$ cat config.mk
export PLATFORM = sky130hd
export DESIGN_NAME = uart_crc_frame_rx
export DESIGN_NICKNAME = d
export VERILOG_FILES = /design/src/rtl/uart_crc_frame_rx.sv
export SDC_FILE = /design/constraint.sdc
export NUM_CORES = 1
export LEC_CHECK = 0
export ABC_AREA = 1
export BUFFER_PORTS_ARGS = -buffer_cell sky130_fd_sc_hd__buf_2
export CAP_MARGIN = 15
export CORE_MARGIN = 5
export CORE_UTILIZATION = 50
export DETAILED_ROUTE_END_ITERATION = 7
export GPL_TIMING_DRIVEN = 0
export PLACE_DENSITY = 0.8
export SYNTH_ARGS = -nofsm -noshare
export SYNTH_HDL_FRONTEND = slang
export SYNTH_SLANG_ARGS = --single-unit
export TNS_END_PERCENT = 1
$ cat constraint.sdc
create_clock -name clk_master -period 2 [get_ports clk_master]
set_clock_uncertainty 0.1 [all_clocks]
set_input_delay 0.1 -clock clk_master [delete_from_list [all_inputs] [get_ports clk_master]]
set_output_delay 0.1 -clock clk_master [all_outputs]
set_load 0.005 [all_outputs]
$ cat src/rtl/uart_crc_frame_rx.sv
// Assembles length-prefixed frames from UART RX bytes, checks a trailing CRC-8,
// forwards payload bytes and flags CRC, length and inter-byte timeout errors.
module uart_crc_frame_rx #(
  parameter int unsigned MAX_LEN       = 16,
  parameter int unsigned TIMEOUT_TICKS = 640,
  parameter logic [7:0]  CRC_POLY      = 8'h07,
  parameter logic [7:0]  CRC_INIT      = 8'h00
) (
  input  logic       clk_master,
  input  logic       rst_i,
  input  logic [7:0] rx_data_i,
  input  logic       rx_done_i,
  input  logic       tick,
  input  logic       en_i,
  output logic [7:0] pay_data_o,
  output logic       pay_valid_o,
  output logic       frame_ok_o,
  output logic       frame_err_o,
  output logic [1:0] err_code_o,
  output logic       busy_o
);

  localparam int unsigned TW       = $clog2(TIMEOUT_TICKS + 1);
  localparam logic [7:0]  MAX_LEN_B = 8'(MAX_LEN);
  localparam logic [TW-1:0] TMO_LAST = TW'(TIMEOUT_TICKS - 1);

  typedef enum logic [1:0] {IDLE, PAYLOAD, CRC} state_t;

  state_t        state;
  logic [7:0]    crc;
  logic [7:0]    remaining;
  logic [TW-1:0] tmo_cnt;
  logic          rx_done_q;
  logic          tick_q;
  logic          byte_ev;
  logic          tick_ev;
  logic [7:0]    crc_next;
  logic [7:0]    crc_first;

  // MSB-first, non-reflected CRC-8 over one byte, eight shift/XOR steps unrolled
  function automatic logic [7:0] crc_step(input logic [7:0] c, input logic [7:0] b);
    logic [7:0] r;
    r = c ^ b;
    for (int unsigned i = 0; i < 8; i++) begin
      r = r[7] ? ({r[6:0], 1'b0} ^ CRC_POLY) : {r[6:0], 1'b0};
    end
    return r;
  endfunction

  always_comb begin
    byte_ev   = rx_done_i & ~rx_done_q;
    tick_ev   = tick & ~tick_q;
    crc_next  = crc_step(crc, rx_data_i);
    crc_first = crc_step(CRC_INIT, rx_data_i);
  end

  always_ff @(posedge clk_master or negedge rst_i) begin
    if (!rst_i) begin
      state       <= IDLE;
      crc         <= CRC_INIT;
      remaining   <= '0;
      tmo_cnt     <= '0;
      rx_done_q   <= 1'b1;
      tick_q      <= 1'b1;
      pay_data_o  <= '0;
      pay_valid_o <= 1'b0;
      frame_ok_o  <= 1'b0;
      frame_err_o <= 1'b0;
      err_code_o  <= '0;
      busy_o      <= 1'b0;
    end else begin
      rx_done_q   <= rx_done_i;
      tick_q      <= tick;
      pay_valid_o <= 1'b0;
      frame_ok_o  <= 1'b0;
      frame_err_o <= 1'b0;
      if (!en_i) begin
        state     <= IDLE;
        crc       <= CRC_INIT;
        remaining <= '0;
        tmo_cnt   <= '0;
        busy_o    <= 1'b0;
      end else begin
        case (state)
          IDLE: begin
            tmo_cnt <= '0;
            if (byte_ev) begin
              if (rx_data_i == 8'd0 || rx_data_i > MAX_LEN_B) begin
                frame_err_o <= 1'b1;
                err_code_o  <= 2'd2;
              end else begin
                crc       <= crc_first;
                remaining <= rx_data_i;
                state     <= PAYLOAD;
                busy_o    <= 1'b1;
              end
            end
          end
          PAYLOAD, CRC: begin
            // A byte at the expiry edge wins: it clears the counter instead of timing out
            if (byte_ev) begin
              tmo_cnt <= '0;
              if (state == PAYLOAD) begin
                pay_valid_o <= 1'b1;
                pay_data_o  <= rx_data_i;
                crc         <= crc_next;
                remaining   <= remaining - 8'd1;
                if (remaining == 8'd1) state <= CRC;
              end else begin
                if (rx_data_i == crc) begin
                  frame_ok_o <= 1'b1;
                  err_code_o <= 2'd0;
                end else begin
                  frame_err_o <= 1'b1;
                  err_code_o  <= 2'd1;
                end
                state  <= IDLE;
                busy_o <= 1'b0;
              end
            end else if (tick_ev) begin
              if (tmo_cnt == TMO_LAST) begin
                frame_err_o <= 1'b1;
                err_code_o  <= 2'd3;
                tmo_cnt     <= '0;
                remaining   <= '0;
                state       <= IDLE;
                busy_o      <= 1'b0;
              end else begin
                tmo_cnt <= tmo_cnt + 1'b1;
              end
            end
          end
          default: begin
            state  <= IDLE;
            busy_o <= 1'b0;
          end
        endcase
      end
    end
  end

endmodule

==> flow_metrics.py, run 1 <==
metrics = {
    "setup_path": {
        "ff2ff_path_depth": 13,
        "critPathMaxFanout": 8,
        "worstPathRequired_ns": 2.14,
        "cp-start-kind": "register",
        "r2r-start": "state[0]",
        "cp.arrival_ns": 2.06,
        "critPathCaptureType": "register",
        "crit_type": "register to register",
        "rr_endpoint": "remaining[5]",
        "rrSetupSlack_ns": 0.08,
    },
    "global_route": {
        "antenna_found_initial": 0,
        "grt_pass1_vias": 2893,
        "grt_pass1_wl_um": 13100,
        "track_usage_pct": 19.3,
        "grt_max_degree": 45,
        "grt_remaining_overflow": 0,
    },
    "yosys": {
        "syn_area_mm2": 0.00318,
        "async_flop_share_pct": 100,
        "syn-num-nets": 474,
        "synthTopCellsByArea": "dfrtp_1, nand2_1, nand3_1",
        "synth_edf_count": 0,
        "seq_area_frac_synth_pct": 34.7,
        "yosys-top-cells-count": "nand2_1, nand3_1, inv_1",
        "yosysTopAreaCellShare_pct": 33.1,
        "yosysMostFrequentCell": "nand2_1",
        "synth_warnings": 0,
        "syn_area_per_cell_um2": 7.13,
        "ys_seq_elements": 44,
        "synth_top_area_cell": "dfrtp_1",
        "synthFlopType": "dfrtp_1",
        "syn_inst": 446,
        "ys_types": 35,
    },
    "clock_tree": {
        "path_clk_slew_ns": 0.09,
        "cts.sink_count": 44,
        "worstSkewPairLatency_ns": 0.30,
        "cts_root_buf": "clkbuf_8",
        "cts_tree": "yes",
        "cts_max_level": 2,
        "numCtsBuffers": 5,
        "cts.path.max_buffers": 2,
    },
    "final_layout": {
        "diodes": 0,
        "nNetsFinal": 516,
        "drive_above_1_share_pct": 17.2,
        "multi_input_area_mm2": 0.00183,
        "seqCellArea_mm2": 0.00110,
        "utilization_pct": 57.5,
        "finish.instance_area_mm2": 0.00361,
        "n_fill_cell": 579,
        "area_delta_synth_final_pct": 13.6,
    },
    "timing": {
        "drv_slew": 0,
        "setup_violations": 0,
        "rsz0062_at_grt": "true",
        "setup_slack_ns": 0.0801,
        "maxSlewHeadroom_pct": 34.5,
        "final_hold_viol_count": 0,
        "tightest_slew_ns": 0.983,
        "fin_crit_sh_pct": 96.0,
        "fin_crit_ns": 1.92,
        "timing.fmax_mhz": 521,
    },
    "placed_design": {
        "place_congestion": 0.895,
        "post_dp_cell_area_mm2": 0.00339,
        "dp_hpwl_um": 5780,
        "port_buffers": 22,
        "place_ws_ns": -0.0570,
    },
    "power_and_ir_drop": {
        "ir_drop_mv": 0.678,
        "power.density_mw_per_mm2": 1230,
        "p_leak_nw": 1.85,
    },
    "detailed_routing": {
        "drtPass1Iterations": 4,
        "vias_per_cell": 5.31,
        "totalWireLength_um": 7610,
        "drc": 0,
        "wire_per_inst_um": 13.5,
        "num_vias": 3003,
        "drt_iter0_markers": 178,
        "drt.antenna.violating_nets": 0,
    },
    "status": {
        "outcome": "complete, no violations",
    },
    "worst_hold_path": {
        "hp-start": "en_i",
        "hold_path_class": "input pin to register",
        "hold_path_depth": 5,
        "whs_endpoint": "busy_o",
    },
    "floorplan": {
        "rows": 29,
        "die_h_um": 89.7,
        "core_mm2": 0.00628,
        "ios": 27,
        "die_x_um": 89.7,
        "dieArea_mm2": 0.00805,
        "start_util_pct": 50.6,
    },
    "job": {
        "cap_violations": 0,
    },
}
## kinds of logic after synthesis
family / synth area share [%]
xor+xnor: 5.23
compound gates: 8.70
buf+inv: 8.22
fa+ha+maj: 5.90
simple gates: 37.2
flops: 34.7
## how the worst max path moves through the flow
stage	to	start	cells after the start
4_1_cts	remaining[5]	state[0]	13
5_1_grt	remaining[5]	state[1]	13
6_report	remaining[5]	state[0]	13
2_1_floorplan	remaining[6]	state[0]	13
3_5_place_dp	remaining[2]	state[0]	13
3_3_place_gp	remaining[3]	state[0]	13
## layout by cell type (no fill, tap or decap), types with 2 or more instances in the layout
master	netlist	layout
a21oi_1	8	8
buf_2	3	25
buf_4	2	10
buf_6	4	6
clkbuf_8	0	6
dfrtp_1	42	41
dfstp_2	2	2
dlygate4sd3_1	0	3
ha_1	15	14
inv_1	43	40
inv_2	2	5
nand2_1	148	148
nand2_2	2	2
nand2_4	4	4
nand3_1	46	46
nand3_2	2	2
nand3b_1	2	2
nand4_1	5	5
nor2_1	31	30
nor2_2	4	5
nor2_4	4	4
nor3_1	5	5
nor4_1	2	2
o21a_1	2	2
o21ai_0	22	20
o21ai_1	7	9
o21ai_2	3	3
o22ai_1	8	8
or2_2	3	3
xnor2_1	7	7
xor2_1	12	12
## metrics by stage
step / hold slack [ns] / total power, W / std cells / TNS, ns
6_report: 0.0892 / 0.00443 / 566 / 0
5_1_grt: 0.121 / 0.00484 / 566 / -0.213
4_1_cts: 0.0796 / 0.00433 / 561 / 0
3_5_place_dp: 0.120 / 0.00365 / 545 / -0.438
3_3_place_gp: 0.116 / 0.00359 / 545 / -0.241
2_1_floorplan: -0.296 / 0.00309 / 446 / 0
## flip-flops by register name, indices dropped and copies added, names as in the netlist
register     flops
busy_o           1
crc              8
err_code_o       2
frame_err_o      1
frame_ok_o       1
pay_data_o       8
pay_valid_o      1
remaining        8
rx_done_q        1
state            2
tick_q           1
tmo_cnt         10
## layout make-up
cell class              count  share of cell area (%)
well taps                  77                    2.67
flip-flops and latches     44                    30.6
clock buffers               7                    2.39
inverters                  46                    4.92
repair buffers             35                    6.06
plain buffers              11                    2.53
multi-input cells         345                    50.6
clock inverters             1                   0.208
## routing by layer
layer,routed length [um],share of wire (%),vias up,track usage [%]
met3,355,4.7,8,2.67
met5,0,0,-,0
met1,3490,46,1398,25.7
met2,3680,48,83,32.5
met4,83,1.1,0,5.54
li1,-,-,1514,-
## power by group
part / leakage [nW] / switching (W) / internal, W
clock network: 0.0445 / 0.000310 / 0.000281
registers: 0.574 / 0.000204 / 0.00115
logic: 1.23 / 0.00148 / 0.00100
total: 1.85 / 0.00200 / 0.00243
## critical path, cell delays in order, from the launching register on
cell,delay (ns)
dfrtp_1,0.40
inv_2,0.10
ha_4,0.21
buf_6,0.13
nand2_4,0.09
nor2_4,0.06
nand2_4,0.07
nand2_4,0.08
inv_6,0.09
nand3_2,0.09
nor2_4,0.17
buf_6,0.15
nand2_1,0.06
o21ai_2,0.05
## timing repair
action | 4_1_cts | 5_1_grt
gates cloned | 1 | 0
buffers inserted | 4 | 5
pin swaps | 3 | 1
hold endpoints to repair | 44 | 0
resized for setup | 5 | 9
hold buffers | 3 | 0
setup endpoints to repair | 17 | 25
Power figures use the tool's default switching activity.
==> run 2, diff against run 1 <==
--- a/config.mk
+++ b/config.mk
@@ -8,11 +8,12 @@
 export ABC_AREA = 1
 export BUFFER_PORTS_ARGS = -buffer_cell sky130_fd_sc_hd__buf_2
 export CAP_MARGIN = 15
+export CORE_ASPECT_RATIO = 0.9
 export CORE_MARGIN = 5
-export CORE_UTILIZATION = 50
+export CORE_UTILIZATION = 25
 export DETAILED_ROUTE_END_ITERATION = 7
 export GPL_TIMING_DRIVEN = 0
-export PLACE_DENSITY = 0.8
+export PLACE_DENSITY = 0.5
 export SYNTH_ARGS = -nofsm -noshare
 export SYNTH_HDL_FRONTEND = slang
 export SYNTH_SLANG_ARGS = --single-unit
==> run 2 against run 1 <==
Compared with the run above:
- power increased by 12%
- combinational power up 6%
- sequential power is essentially flat
- setup slack got worse by 0.011 ns
- first-iteration DRC count grew 30%
- clock-buffer cell count down 2
- critical path type unchanged
- critical endpoint is now crc[0]
==> flow_metrics.py, run 2 (same netlist as run 1, synthesis figures left out) <==
metrics = {
    "power_and_ir_drop": {
        "p_int_w": 0.00280,
        "p_comb_share_pct": 52.9,
        "netSwitchingFraction_pct": 43.7,
        "p_sw_w": 0.00217,
        "seqPwrFrac_pct": 27.5,
        "p_leak_nw": 1.91,
        "power.density_mw_per_mm2": 1280,
        "power_w": 0.00497,
        "clockPowerShare_pct": 19.7,
        "ir_drop_mv": 0.390,
    },
    "clock_tree": {
        "cts.path.max_buffers": 2,
        "cts.sink_count": 44,
        "cts_max_level": 2,
        "worstSkewPairLatency_ns": 0.30,
        "path_clk_slew_ns": 0.07,
        "numCtsBuffers": 5,
        "cts_root_buf": "clkbuf_16",
        "cts_tree": "yes",
    },
    "final_layout": {
        "stdcell_count": 654,
        "utilization_pct": 30.8,
        "final_common_cell": "nand2_1",
        "largest_register_ffs": 10,
        "largest-register": "tmo_cnt",
        "layout_common_cells": "nand2_1, nand3_1, dfrtp_1",
        "nNetsFinal": 517,
        "diodes": 0,
        "area_delta_synth_final_pct": 22.1,
        "drive_above_1_share_pct": 18.8,
    },
    "timing": {
        "fin_crit_sh_pct": 96.5,
        "final_hold_viol_count": 0,
        "drv_slew": 0,
        "setup_violations": 0,
        "maxSlewHeadroom_pct": 78.5,
        "fin_crit_ns": 1.93,
        "tightest_slew_ns": 0.322,
        "rsz0062_at_grt": "true",
        "timing.fmax_mhz": 518,
        "setup_slack_ns": 0.0694,
    },
    "setup_path": {
        "critPathCapture": "crc[0]",
        "worstPathRequired_ns": 2.12,
        "rr_endpoint": "crc[0]",
        "cp-start-kind": "register",
        "crit_type": "register to register",
        "critPathCaptureType": "register",
        "cp-startpoint": "state[0]",
        "r2r-start": "state[0]",
        "ff2ff_path_depth": 10,
        "rrSetupSlack_ns": 0.07,
        "critPathMaxFanout": 10,
        "cp.arrival_ns": 2.05,
    },
    "status": {
        "outcome": "complete, no violations",
    },
    "detailed_routing": {
        "drc": 0,
        "drt.antenna.violating_nets": 0,
        "drt_iter0_markers": 231,
        "num_vias": 3021,
        "drtPass1Iterations": 4,
        "wire_per_inst_um": 13.6,
        "totalWireLength_um": 8900,
        "vias_per_cell": 4.62,
    },
    "job": {
        "cap_violations": 0,
    },
    "floorplan": {
        "dieArea_mm2": 0.0151,
        "die_x_um": 129,
        "rows": 39,
        "start_util_pct": 25.3,
        "die_h_um": 117,
        "ios": 27,
        "core_mm2": 0.0126,
    },
    "global_route": {
        "grt_pass1_vias": 2930,
        "grt_remaining_overflow": 0,
        "grt_max_degree": 45,
        "track_usage_pct": 12.2,
        "grt_pass1_wl_um": 14600,
        "antenna_found_initial": 0,
    },
    "placed_design": {
        "port_buffers": 22,
        "place_congestion": 0.865,
        "place_ws_ns": -0.122,
        "placedCellCount": 632,
        "dp_hpwl_um": 6760,
    },
    "worst_hold_path": {
        "hold_path_class": "input pin to async pin",
    },
}
[run 2: cell count changes in the layout (fill, tap and decap cells not counted), moves of 2 or more]
cell	delta
clkbuf_16	+5
clkbuf_8	-6
clkinv_4	+2
nand2_4	-2
nand2_8	+2
nand3_1	-4
nand3_2	+4
xnor2_1	-2
xnor2_2	+2
[run 2: layout make-up]
| cell class | instances | area [um^2] |
|---|---|---|
| fillers | 1376 | 8710 |
| clock inverters | 3 | 47.5 |
| well taps | 164 | 205 |
| flip-flops and latches | 44 | 1100 |
| plain buffers | 11 | 91.3 |
| multi-input cells | 345 | 1890 |
| clock buffers | 5 | 125 |
| repair buffers | 36 | 239 |
| inverters | 46 | 180 |
[run 2: stage by stage]
step	setup TNS [ns]	hold WS [ns]	area [um^2]
2_1_floorplan	0	-0.296	3180
3_3_place_gp	-1.06	0.115	3490
3_5_place_dp	-1.34	0.117	3490
4_1_cts	0	0.120	3770
5_1_grt	-0.0834	0.0810	3880
6_report	0	0.0685	3880
[run 2: routing by layer]
metal  vias to the layer above  GRT usage, %  share of wire, %
met4                         0          3.71               1.4
met2                        63          19.4                46
li1                       1526             -                 -
met5                         -             0                 0
met3                        10          2.50               4.2
met1                      1422          16.6                49
[run 2: critical path, cell delays in order, from the launching register on]
cell	delay, ns
dfrtp_1	0.37
inv_2	0.07
ha_4	0.26
buf_6	0.13
nor2_2	0.06
nand2_2	0.12
nand2_1	0.08
nor2_2	0.12
nand3_4	0.15
buf_6	0.18
o21ai_0	0.18
[run 2: timing repair]
action / in CTS / in global routing
resized for setup: 10 / 12
setup endpoints to repair: 21 / 23
hold buffers: 3 / 0
gates cloned: 1 / 0
setup buffers: 6 / 3
endpoints found under the hold margin: 44 / 0
pin swaps: 2 / 5
[run 2: power groups by stage]
stage / sequential, W / clock [W] / combinational (W)
floorplan: 0.00135 / 0 / 0.00175
global placement: 0.00137 / 0 / 0.00232
detailed placement: 0.00138 / 0 / 0.00235
CTS: 0.00136 / 0.00100 / 0.00251
global route: 0.00140 / 0.00104 / 0.00297
finish: 0.00136 / 0.000978 / 0.00263
[run 2: how the worst min path moves through the flow]
stage                 end  slack, ns  cells after the start
6_report       tmo_cnt[5]       0.07                      2
3_5_place_dp       tick_q       0.12                      1
4_1_cts            busy_o       0.12                      5
2_1_floorplan      busy_o      -0.30                      0
3_3_place_gp       tick_q       0.12                      1
5_1_grt        tmo_cnt[0]       0.08                      2
==> run 3, diff against run 2 <==
--- a/config.mk
+++ b/config.mk
@@ -5,7 +5,7 @@
 export SDC_FILE = /design/constraint.sdc
 export NUM_CORES = 1
 export LEC_CHECK = 0
-export ABC_AREA = 1
+export ABC_AREA = 0
 export BUFFER_PORTS_ARGS = -buffer_cell sky130_fd_sc_hd__buf_2
 export CAP_MARGIN = 15
 export CORE_ASPECT_RATIO = 0.9
@@ -13,7 +13,7 @@
 export CORE_UTILIZATION = 25
 export DETAILED_ROUTE_END_ITERATION = 7
 export GPL_TIMING_DRIVEN = 0
-export PLACE_DENSITY = 0.5
+export PLACE_DENSITY = 0.51
 export SYNTH_ARGS = -nofsm -noshare
 export SYNTH_HDL_FRONTEND = slang
 export SYNTH_SLANG_ARGS = --single-unit
==> run 3 against run 2 <==
Compared with the run above:
- the run now ends with negative setup slack left
- global-route usage shrank 1.1 points
- maximum frequency shrank 4.7%
- sequential power grew 7%
- routed wire length shrank 12%
- power grew 5.5%
- setup slack lost 0.094 ns
- non-clock buffer count grew 16
- cell count shrank 18%
- die area shrank 5.1%
- clock power shrank 2.6%
- clock-buffer cell count is the same
- first-iteration DRC count shrank 54%
==> flow_metrics.py, run 3 <==
metrics = {
    "status": {
        "outcome": "finished, violations left",
        "violations": "negative setup slack",
    },
    "clock_tree": {
        "cts_root_buf": "clkbuf_16",
        "worstSkewPairLatency_ns": 0.29,
        "path_clk_slew_ns": 0.06,
        "cts_tree": "yes",
        "cts.path.max_buffers": 2,
        "cts.sink_count": 44,
        "cts_max_level": 2,
        "numCtsBuffers": 5,
    },
    "yosys": {
        "synth_top_area_cell": "dfrtp_1",
        "yosysTopAreaCellShare_pct": 35.0,
        "async_flop_share_pct": 100,
        "ys_types": 56,
        "synth_edf_count": 0,
        "yosys-top-cells-count": "dfrtp_1, nand2_1, xnor2_1",
        "ys_seq_elements": 44,
        "seq_area_frac_synth_pct": 36.7,
        "syn-num-nets": 354,
        "syn_area_per_cell_um2": 9.21,
        "synthTopCellsByArea": "dfrtp_1, xnor2_1, ha_1",
        "synth_warnings": 0,
        "syn_area_mm2": 0.00300,
        "synthFlopType": "dfrtp_1",
        "syn_inst": 326,
    },
    "placed_design": {
        "post_dp_cell_area_mm2": 0.00336,
        "port_buffers": 22,
        "dp_hpwl_um": 5480,
        "place_congestion": 0.789,
    },
    "setup_path": {
        "cpLargestDelayFamily": "simple AND/OR/NAND/NOR gates",
        "crit_type": "register to register",
        "cp-startpoint": "tmo_cnt[0]",
        "slowest_delay_ns": 0.39,
        "crit_buf_inv": 1,
        "cp_slowest_cell": "dfrtp_1",
        "ff2ff_path_depth": 7,
        "critPathCaptureType": "register",
        "critPathCapture": "remaining[0]",
        "worstPathRequired_ns": 2.11,
        "cp.arrival_ns": 2.14,
        "r2r-start": "tmo_cnt[0]",
        "critPathMaxFanout": 5,
        "rr_endpoint": "remaining[0]",
        "rrSetupSlack_ns": -0.02,
        "crit_chain": "ha_4, nand4b_1, nor4_4, nor2_4, a2111oi_4, buf_6, mux2i_1",
        "cp-start-kind": "register",
        "crit_cells": 7,
    },
    "detailed_routing": {
        "drtPass1Iterations": 6,
        "vias_per_cell": 4.62,
        "drt_iter0_markers": 107,
        "drc": 0,
        "totalWireLength_um": 7830,
        "drt.antenna.violating_nets": 0,
        "wire_per_inst_um": 14.6,
        "num_vias": 2487,
    },
    "worst_hold_path": {
        "hold_path_class": "input pin to register",
        "hold_path_depth": 3,
    },
    "floorplan": {
        "die_x_um": 126,
        "start_util_pct": 25.2,
        "dieArea_mm2": 0.0143,
        "die_h_um": 114,
        "core_mm2": 0.0119,
        "ios": 27,
        "rows": 38,
    },
    "final_layout": {
        "layout_common_cells": "nand2_1, dfrtp_1, xnor2_1",
        "finish.instance_area_mm2": 0.00384,
        "area_delta_synth_final_pct": 27.8,
        "drive_above_1_share_pct": 27.8,
        "diodes": 0,
        "largest-register": "tmo_cnt",
        "final_common_cell": "nand2_1",
        "nNetsFinal": 405,
        "largest_register_ffs": 10,
    },
    "timing": {
        "drv_slew": 0,
        "maxSlewHeadroom_pct": 64.2,
        "setup_slack_ns": -0.0248,
        "tightest_slew_ns": 0.536,
        "final_hold_viol_count": 0,
        "rsz0062_at_grt": "true",
        "setup_violations": 8,
        "fin_crit_ns": 2.02,
        "timing.fmax_mhz": 494,
        "fin_crit_sh_pct": 101,
    },
    "global_route": {
        "grt_pass1_wl_um": 12900,
        "grt_max_degree": 45,
        "antenna_found_initial": 0,
        "grt_remaining_overflow": 0,
        "grt_pass1_vias": 2471,
        "track_usage_pct": 11.1,
    },
    "power_and_ir_drop": {
        "p_comb_share_pct": 54.2,
        "p_sw_w": 0.00214,
        "ir_drop_mv": 0.492,
        "p_leak_nw": 1.68,
        "seqPwrFrac_pct": 27.6,
        "power.density_mw_per_mm2": 1370,
        "clockPowerShare_pct": 18.2,
        "netSwitchingFraction_pct": 40.8,
        "p_int_w": 0.00311,
        "power_w": 0.00524,
    },
    "job": {
        "cap_violations": 0,
    },
}
-- run 3: changes by cell type after synthesis, moves of 7 or more --
cell | previous run | this run
clkbuf_1 | 1 | 13
nor3_1 | 5 | 12
o31ai_1 | 0 | 8
o21ai_1 | 7 | 0
nand3_1 | 46 | 6
mux2i_1 | 0 | 10
inv_1 | 43 | 24
xnor2_1 | 7 | 32
nor2_1 | 31 | 22
nand2_1 | 148 | 42
xor2_1 | 12 | 5
-- run 3: cells by family after synthesis --
logic type	Yosys count	synth area share, %
XOR/XNOR	40	13.1
AND/OR/NAND/NOR	109	17.9
multiplexers	16	5.79
AO/OA/AOI/OAI	59	14.3
buffers and inverters	43	5.88
flip-flops	44	36.8
adder cells (fa/ha/maj)	15	6.25
-- run 3: what timing repair did --
| action | 4_1_cts | 5_1_grt |
|---|---|---|
| hold endpoints to repair | 44 | 0 |
| pin swaps | 5 | 4 |
| setup endpoints to repair | 37 | 37 |
| gates resized for setup | 14 | 26 |
| setup buffers | 12 | 10 |
| hold buffers | 3 | 0 |
-- run 3: power groups by stage --
stage	Clock (W)	Sequential, W	Combinational [W]
after floorplan	0	0.00138	0.00195
after global placement	0	0.00143	0.00247
after detailed placement	0	0.00143	0.00250
after CTS	0.000975	0.00144	0.00265
after global routing	0.00100	0.00149	0.00314
final	0.000953	0.00145	0.00284
-- run 3: how the worst min path moves through the flow --
| stage | from | to |
|---|---|---|
| after floorplan | rst_i | busy_o |
| after global placement | tick | tick_q |
| after detailed placement | tick | tick_q |
| after CTS | en_i | frame_ok_o |
| after global routing | en_i | frame_ok_o |
| final | rx_data_i[5] | crc[7] |
-- run 3: worst min-delay path, stage by stage --
cell and delay [ns]:
buf_2 0.13, xnor2_1 0.12, o31ai_1 0.06
-- run 3: cell type report --
| class | instances | area [um^2] |
|---|---|---|
| Clock buffer | 5 | 125 |
| Timing Repair Buffer | 48 | 329 |
| Multi-Input combinational cell | 239 | 1860 |
| Sequential cell | 44 | 1110 |
| Buffer | 15 | 80.1 |
| Inverter | 24 | 90.1 |
| Clock inverter | 3 | 42.5 |
| Tap cell | 160 | 200 |
| Fill cell | 1212 | 8100 |
-- run 3: stage by stage --
stage	setup TNS (ns)	cells	hold slack, ns	setup WS, ns	util, %
final	-0.0681	538	0.0578	-0.0248	32.2
after global routing	-1.18	538	0.0729	-0.122	32.2
after CTS	-1.60	528	0.0444	-0.146	30.9
after detailed placement	-13.03	508	0.119	-0.712	28.2
after global placement	-12.05	508	0.118	-0.701	28.2
after floorplan	-1.87	326	-0.296	-0.250	-
-- run 3: layer usage --
layer	track usage [%]	routed length (um)	vias to the layer above
met4	2.82	94	0
met2	18.9	3750	40
li1	-	-	1235
met3	1.83	225	5
met5	0	0	-
met1	14.6	3760	1207
